--- src/rtl/lfsr_rng_gen.sv ---
// Purpose: Fibonacci/Galois LFSR random generator that emits one sample every SAMPLE_EVERY steps.
// Latency: rnd_valid rises 1 clock after the sample-step edge; rnd_data is captured on that same edge.
// Backpressure: valid/ready; a sample that arrives while the held one is unconsumed is dropped and overrun sticks.
module lfsr_rng_gen #(
    parameter int              WIDTH        = 16,
    parameter logic [WIDTH-1:0] TAPS        = WIDTH'(16'hB400),
    parameter int              MODE         = 0,
    parameter logic [WIDTH-1:0] SEED        = WIDTH'(1),
    parameter int              SAMPLE_EVERY = WIDTH
) (
    input  logic             clock,
    input  logic             reset,
    input  logic             enable,
    input  logic             seed_load,
    input  logic [WIDTH-1:0] seed_in,
    output logic             rnd_valid,
    input  logic             rnd_ready,
    output logic [WIDTH-1:0] rnd_data,
    output logic             overrun
);

    localparam logic [7:0] CNT_LAST = 8'(SAMPLE_EVERY - 1);

    logic [WIDTH-1:0] state;
    logic [WIDTH-1:0] step_val;
    logic [7:0]       cnt;
    logic             do_step;
    logic             sample_step;
    logic             xfer;

    // An all-zero state would lock up the register, so treat it as a request to reseed.
    always_comb begin
        step_val = SEED;
        if (state != '0) begin
            if (MODE == 0) begin
                step_val = {state[WIDTH-2:0], ^(state & TAPS)};
            end else begin
                step_val = {state[WIDTH-2:0], 1'b0} ^ (state[WIDTH-1] ? TAPS : '0);
            end
        end
    end

    assign do_step     = enable && !seed_load;
    assign sample_step = do_step && (cnt == CNT_LAST);
    assign xfer        = rnd_valid && rnd_ready;

    always_ff @(posedge clock) begin
        if (reset) begin
            state     <= SEED;
            cnt       <= '0;
            rnd_data  <= '0;
            rnd_valid <= 1'b0;
            overrun   <= 1'b0;
        end else begin
            if (seed_load) begin
                state <= (seed_in == '0) ? SEED : seed_in;
                cnt   <= '0;
            end else if (enable) begin
                state <= step_val;
                cnt   <= sample_step ? 8'd0 : cnt + 8'd1;
            end

            // A fresh sample may replace the held one only if the slot is empty or draining this edge.
            if (sample_step && (!rnd_valid || xfer)) begin
                rnd_data  <= step_val;
                rnd_valid <= 1'b1;
            end else if (xfer) begin
                rnd_valid <= 1'b0;
            end

            if (sample_step && rnd_valid && !rnd_ready) begin
                overrun <= 1'b1;
            end
        end
    end

endmodule
--- config.mk ---
export PLATFORM = sky130hd
export DESIGN_NAME = lfsr_rng_gen
export DESIGN_NICKNAME = d
export VERILOG_FILES = /design/src/rtl/lfsr_rng_gen.sv
export SDC_FILE = /design/constraint.sdc
export NUM_CORES = 1
export LEC_CHECK = 0
export ABC_AREA = 1
export CORE_MARGIN = 4
export CORE_UTILIZATION = 46
export DETAILED_ROUTE_END_ITERATION = 8
export HOLD_SLACK_MARGIN = 0.15
export PLACE_DENSITY = 0.76
export SYNTH_ARGS = -nofsm -noshare
export SYNTH_HDL_FRONTEND = slang
export SYNTH_SLANG_ARGS = --single-unit
export TNS_END_PERCENT = 20
--- constraint.sdc ---
create_clock -name clock -period 1.55 [get_ports clock]
set_clock_uncertainty 0.15 [all_clocks]
set_input_delay 0.2325 -clock clock [delete_from_list [all_inputs] [get_ports clock]]
set_output_delay 0.2325 -clock clock [all_outputs]
set_load 0.05 [all_outputs]
==> Yosys cells after proc, flatten, opt, wreduce, memory -nomap -nowiden <==
Cells that the tools add are included.
{ "word_totals": {"register_bits": 42, "input_bits": 21, "output_inout_bits": 18, "word_cells": 30} }
{ "classes": {"add_sub_neg": 1, "n_eq_ne": 1, "n_mux": 7, "reduce_logical": 16} }
{ "ops": {"columns": ["operator", "n"], "rows": [
  ["$mux W16", 4],
  ["$logic_not A16 Y1", 1],
  ["$reduce_bool A16 Y1", 1],
  ["$reduce_xor A16 Y1", 1],
  ["$add A8 B1 Y8 const B", 1],
  ["$eq A8 B4 Y1 const B", 1],
  ["$mux W8", 1],
  ["$logic_and A1 B1 Y1", 6],
  ["$reduce_bool A2 Y1", 2],
  ["$logic_not A1 Y1", 3],
  ["$mux W1", 2],
  ["$reduce_or A2 Y1", 1],
  ["$logic_or A1 B1 Y1", 1]
]} }

==> Logic depth before layout (Yosys ltp) <==
{ "depth": {"word_depth": 5, "mapped_depth": 10, "ltp_nobuf": 8} }

==> Worst setup path before layout <==
OpenSTA, ideal clock, no wires.
{ "synth_path": {"kind": "reg-to-reg", "start": "register rnd_valid", "end": "register rnd_data[10]", "setup_ns": 0.070, "t_arrival_ns": 1.355, "t_required_ns": 1.330, "setup_slack_ns": -0.025, "path_stages_with_launch": 6, "n_path_buf": 1, "synth_period_minus_slack_ns": 1.575, "path_cell_list": "dfxtp_1 > nand2_1 > nand3_4 > buf_6 > nand2_1 > a21oi_1"} }
{ "synth_via": {"elab_chain_len": 3, "elab_cells_between_ends": 4, "cone_classes": "reduce/logical: 4"} }
{ "synth_lines": {"columns": ["element", "line", "source"], "rows": [
  ["from (decl)", "16", "output logic rnd_valid,"],
  ["from (signal assigned)", "52", "rnd_valid <= 1'b0;"],
  ["from (signal assigned)", "66", "rnd_valid <= 1'b1;"],
  ["from (signal assigned)", "68", "rnd_valid <= 1'b0;"],
  ["$logic_not A1 Y1 or $logic_and A1 B1 Y1 (tied branches)", "64, 45", null],
  ["$logic_or A1 B1 Y1 *", "64", "if (sample_step && (!rnd_valid || xfer)) begin"],
  ["$logic_and A1 B1 Y1 *", "64", null],
  ["to (signal assigned)", "65", "rnd_data <= step_val;"],
  ["to (decl)", "18", "output logic [WIDTH-1:0] rnd_data,"]
]} }
Every way passes the cells marked *; elsewhere a longest branch is shown, timed or not.
A chain may end at the register's enable or synchronous reset.

==> Worst setup path after layout <==
{ "layout_path": {"start": "register cnt[0]", "end": "register rnd_data[0]"} }
{ "layout_via": {"elab_chain_len": 3} }
{ "layout_lines": {"columns": ["element", "line", "source"], "rows": [
  ["from (decl)", "26", "logic [7:0] cnt;"],
  ["from (signal assigned)", "60", "cnt <= sample_step ? 8'd0 : cnt + 8'd1;"],
  ["$eq A8 B4 Y1", "44", "assign sample_step = do_step && (cnt == CNT_LAST);"],
  ["$logic_and A1 B1 Y1", "44", null],
  ["$logic_and A1 B1 Y1", "64", null]
]} }
Every way passes these cells.

==> qor.csv <==
stage;metric;value;unit
logic_synthesis;Syn Nets;305;
sta;Final setup viols;0;
worst_setup_path;critical path class;register to register;
power_and_ir_drop;worst vdd ir;0.000461;V
floorplanning;num rows;23;
global_route;initial antenna violation count;0;
floorplanning;Core ar.;4090;µm²
power_and_ir_drop;Reg power frac;53.3;%
routing;Remaining DRCs;0;
placement;port bufs;38;
logic_synthesis;Syn Inst Count;282;
worst_setup_path;CP endpoint kind;register;
sta;RSZ-0062 raised after global routing;yes;
floorplanning;Die Wd;73.6;µm
sta;Tcrit/Tclk final;96.8;%
sta;Setup TNS Final;0;ps
logic_synthesis;combinational family with the most area after synthesis;simple AND/OR/NAND/NOR gates;
sta;max_slew headroom;77.4;%
finish;layout cells sized above 1;17.6;%
floorplanning;die span in y;73.6;µm
power_and_ir_drop;clock share of power;34.3;%
global_route;GRT Total Usage;20.3;%
logic_synthesis;syn_area_per_cell;7.03;µm²
finish;post-layout util;70.5;%
finish;fillcell total;324;
logic_synthesis;Synth Area in Adders;1.26;%
power_and_ir_drop;combinational power share;12.5;%
floorplanning;area of the die;5420;µm²
flow_run;Max Cap Viol;0;
floorplanning;Ports;39;
sta;Worst-Margin Slew;338;ps
floorplanning;initial core utilization;48.5;%
routing;met3 WL;447;µm
routing;M1 WL;2170;µm
sta;final hold vios;0;
routing;DR vias;2059;
sta;maximum clock rate;666;MHz
logic_synthesis;Post-synth top flop;dfxtp_1;
finish;most common cell after layout, fill and taps aside;nand2_1;
clock_network;clk_lat worst skew;300;ps
worst_hold_path;worst hold path class;input port to register;
worst_setup_path;Worst R2R Path Depth;8;
finish;synth-to-layout area growth;45.5;%
logic_synthesis;Post-synth ARST share;0;%
clock_network;clock buffer depth;2;
clock_network;clock slew at reported path FFs;80;ps
logic_synthesis;largest cells by area after synthesis;dfxtp_1 (42%), nand2_1 (17%), nor2_1 (7.0%);
finish;commonest cells after routing, fill and taps aside;nand2_1 (89), dfxtp_1 (39), nor2_1 (37);
finish;Final nets;363;
clock_network;clock sink total;42;
worst_setup_path;CP Launch Type;register;
clock_network;root buffer cell;clkbuf_8;
global_route;vias in the first global route;1892;
power_and_ir_drop;total power;0.00213;W
logic_synthesis;Synth Area in Compound Gates;12.5;%
routing;DR WL met2;2640;µm
logic_synthesis;post-synthesis simple-gate area fraction;32.8;%
power_and_ir_drop;switching share of power;25.1;%
placement;HPWL Detailed;3760;µm
finish;Antenna Cells;0;
logic_synthesis;share of the synthesized area in the top cell type;42.4;%
power_and_ir_drop;Power Dens Cells;738;nW/µm²
logic_synthesis;Post-synth EDFFs;0;
routing;DR iter-0 viols;183;
routing;DRT antenna net count;0;
power_and_ir_drop;LEAKAGE;1.25;nW
logic_synthesis;most area-hungry cell type in the Yosys netlist;dfxtp_1;
worst_setup_path;Critical Path AT;1580;ps
routing;TritonRoute pass-1 iters;4;
logic_synthesis;Yosys reg bits;42;
worst_setup_path;worst-path fanout max;6;
logic_synthesis;Unique masters post-synth;28;
logic_synthesis;Mapped Area;1980;µm²
power_and_ir_drop;P_int;0.00159;W
sta;Tmin final;1500;ps
sta;Max Slew Vio Count;0;
routing;Routed WL per cell;13.8;µm
clock_network;Num CTS Buffers;5;
power_and_ir_drop;Psw;0.000535;W
clock_network;htree depth;2;
worst_hold_path;hold path depth;3;
logic_synthesis;Synth warnings;0;
placement;routability cong.;0.838;
status;status;complete, no violations;
logic_synthesis;sequential element share of the synthesized area;42.4;%
global_route;largest net degree at the start of global routing;20;
global_route;GR Overflow Total;0;
clock_network;CTS tree;built;
routing;post-DR vias/cell;5.27;
worst_setup_path;Worst EP required;1630;ps
routing;final wirelength;5400;µm
global_route;first-pass GRT wire length;8450;µm
routing;highest metal used;met4;
logic_synthesis;post-synthesis mux area share;0;%
logic_synthesis;XOR/XNOR share of the synthesized area;0.884;%
[worst max-delay path, stage by stage (launching register included)]
cell and delay, ps:
dfxtp_2 340, ha_2 200, nand3_2 100, nor2_4 120, buf_12 140, nand3_2 150, nand2_1 90, nand2_1 50
nor2_1 100
[cells by family (layout without fill, tap and decap cells)]
kind of cell / Yosys count / count (layout)
AND/OR/NAND/NOR: 152 / 154
buffers and inverters: 43 / 100
AO/OA/AOI/OAI: 41 / 41
adder cells (fa/ha/maj): 2 / 2
flip-flops: 42 / 42
XOR/XNOR: 2 / 2
[cell type report]
type	count	area (µm²)	area share, %
Inverter	31	116	4.04
Multi-Input combinational cell	199	970	33.6
Clock inverter	1	5.00	0.174
Clock buffer	7	86.3	2.99
Sequential cell	42	845	29.3
Tap cell	50	62.6	2.17
Timing Repair Buffer	61	798	27.7
[power by group through the flow]
stage          Sequential (W)  Clock (W)  Combinational (W)
3_5_place_dp          0.00116          0           0.000256
2_1_floorplan         0.00115          0           0.000139
5_1_grt               0.00114   0.000801           0.000291
6_report              0.00113   0.000728           0.000265
3_3_place_gp          0.00116          0           0.000250
4_1_cts               0.00113   0.000751           0.000258
[per-stage QoR]
| step | hold slack, ps | cell area, µm² | cells | setup slack [ps] |
|---|---|---|---|---|
| finish | 193 | 2880 | 391 | 48.9 |
| global route | 241 | 2880 | 391 | -22.6 |
| CTS | 346 | 2790 | 386 | -1.68 |
| detailed placement | 336 | 2700 | 378 | -210 |
| global placement | 326 | 2700 | 378 | -156 |
| floorplan | 223 | 1980 | 282 | 64.8 |
[metal layers]
layer | global-route usage (%) | up-vias
li1 | - | 1029
met1 | 25.5 | 924
met2 | 32.9 | 89
met3 | 3.69 | 17
met4 | 10.7 | 0
met5 | 0 | -
[sequential cells by signal, summed over array words and instances (netlist names)]
| register | flops |
|---|---|
| state | 16 |
| rnd_valid | 1 |
| rnd_data | 16 |
| cnt | 8 |
| overrun | 1 |
[worst paths after layout]
path | startpoint | endpoint | slack (ps)
setup reg to reg | cnt[0] | rnd_data[0] | 50
setup / recovery | cnt[0] | rnd_data[0] | 50
hold reg to reg | cnt[1] | cnt[1] | 340
hold / removal | enable | cnt[0] | 190
[synth_stat cells (2+ instances only)]
| cell type | count |
|---|---|
| a21oi_1 | 22 |
| a22oi_1 | 11 |
| buf_2 | 2 |
| buf_4 | 2 |
| buf_6 | 4 |
| clkbuf_1 | 4 |
| dfxtp_1 | 42 |
| ha_1 | 2 |
| inv_1 | 28 |
| inv_2 | 2 |
| nand2_1 | 89 |
| nand3_1 | 4 |
| nand4_1 | 13 |
| nor2_1 | 37 |
| nor3_1 | 3 |
| o211ai_1 | 3 |
| o21ai_0 | 2 |
| o21bai_1 | 2 |
[repair_timing]
action,CTS,global route
setup buffers,0,2
resized for setup,0,7
endpoints found under the hold margin,0,0
cloned,0,3
pin swaps,0,4
endpoints found under the setup margin,1,17
hold buffers,0,0
No activity file was read; power rests on OpenSTA's default activity.
==> variant: new RTL, same settings <==
Reset style: asynchronous (`reset`), changed in one clocked block.
--- a/src/rtl/lfsr_rng_gen.sv
+++ b/src/rtl/lfsr_rng_gen.sv
@@ -45,5 +45,5 @@
     assign xfer        = rnd_valid && rnd_ready;
 
-    always_ff @(posedge clock) begin
+    always_ff @(posedge clock or posedge reset) begin
         if (reset) begin
             state     <= SEED;
Formal check against the unedited RTL: same outputs for any inputs over 10 cycles, from zero or initial values and one cycle with reset high; that may be too few to reach the edited logic, so the function may still have changed.
==> variant against the original RTL <==
Routed wire length shrank 13%; sequential cell count stayed put; synthesized area is 3.5% higher; cell area grew 1.1%; sequential share of layout area up 6.9 points; critical path depth shrank 1; maximum frequency decreased by 0.57%; cell count fell by 13%; power up 3.4%; die area up 3.1%; critical endpoint is now rnd_data[0]; worst setup slack got worse by 0.0087 ns; global-route usage down 2.0 points.
==> variant: results (changes against the original RTL) <==
| Metric | Value |
|---|---|
| Status | complete, no violations |
| Post-Place Cells | 331 (-12%) |
| R2R depth | 7 (-1) |
| Synth Area in XOR/XNOR | 0.427% (-0.46 points) |
| Grt met3 use | 4.14% (+0.45 points) |
| WHS | 0.368 ns (+0.175 ns) |
| Dpl ws | -0.123 ns (+0.0867 ns) |
| Vias in the first global route | 1629 (-14%) |
| Post-synth ARST share | 100% (+100 points) |
| WL met2 | 2350 microns (-11%) |
| Final instance area | 2910 sq um (+1.1%) |
| Post-synthesis adder-cell area fraction | 1.22% (-0.042 points) |
| Syn avg cell area | 8.80 sq um (+25%) |
| Worst setup path end | rnd_data[0] |
| Layout Cells excl Fill | 340 (-13%) |
| GR Util met2 | 30.8% (-2.0 points) |
| Hold EP | state[0] |
| WL met3 | 291 microns (-35%) |
| Clock power share | 32.7% (-1.6 points) |
| WP data arrival | 1.54 ns (-0.04 ns) |
| Switching share of power | 25.4% (+0.22 points) |
| Via count | 1741 (-15%) |
| Fin nets | 310 (-15%) |
| Synth area leaders | dfrtp_1, nand2_1, o21ai_2, o21ai_0, nor2_1 |
| Worst reg2reg setup slack | 0.04 ns |
| Critical path fanouts, max | 18 (+12) |
| Hold wc startpoint | state[0] |
| Dpl cell area | 2780 sq um (+3.0%) |
| First-pass GRT wire length | 7730 microns (-8.5%) |
| Sequential area share after synthesis | 51.3% (+8.9 points) |
| Final period utilization | 97.4% (+0.56 points) |
| Commonest cells post-synth | nand2_1, dfrtp_1, nor2_1 |
| Largest net degree at the start of global routing | 43 (+110%) |
| Post-DP HPWL | 3560 microns (-5.5%) |
| Critical path's largest stage delay | 0.37 ns (+0.03 ns) |
| Combinational group power | 0.000291 W (+9.8%) |
| Worst hold path type | flip-flop to flip-flop |
| Layout fillers | 345 (+6.5%) |
| Slew of the pin with the lowest slew margin | 0.371 ns (+0.0334 ns) |
| Final GP Congestion | 0.812 (-3.0%) |
| Mapped Nets | 256 (-16%) |
| Worst-path cell with the longest stage delay | dfrtp_1 |
| GR Util met1 | 23.7% (-1.9 points) |
| Hold depth | 2 (-1) |
| DRT met1 WL | 2010 microns (-7.7%) |
| Commonest register cell after synthesis | dfrtp_1 |
| Internal | 0.00164 W (+3.1%) |
| Layout cells sized above 1 | 28.1% (+11 points) |
| Compound-Gate Fraction of Synth Area | 17.3% (+4.8 points) |
| Leak | 1.34 nW (+7.4%) |
| Reg2reg start | cnt[0] |
-- variant: changes by cell type after synthesis, moves of 2 or more --
cell      delta
nand3_1      +3
o21ai_2     +14
o21ai_0     +17
nand2_1     -31
nand2_2      +4
nor2_1      -12
dfrtp_1     +41
a21oi_1     -22
nor3_1       -3
clkbuf_1     -2
inv_1        -4
nand4_1     -12
dfxtp_1     -42
-- variant: cell families after synthesis --
| group | Yosys count |
|---|---|
| and+or+nand+nor | 103 |
| AOI/OAI and AO/OA | 51 |
| buffers and inverters | 34 |
| adders and majority gates | 2 |
| xor gates and xnor gates | 1 |
| DFF | 42 |
-- variant: area by class of cell --
class	count	area share, %
Tap cell	52	2.23
Timing Repair Buffer	55	25.0
Clock buffer	8	3.09
Multi-Input combinational cell	157	30.2
Sequential cell	42	36.2
Inverter	26	3.35
-- variant: repair_timing --
action                                 4_1_cts  5_1_grt
endpoints found under the hold margin       11        0
hold buffers                                 1        0
resized for setup                            0       13
setup buffers                                0        0
setup endpoints to repair                    0       17
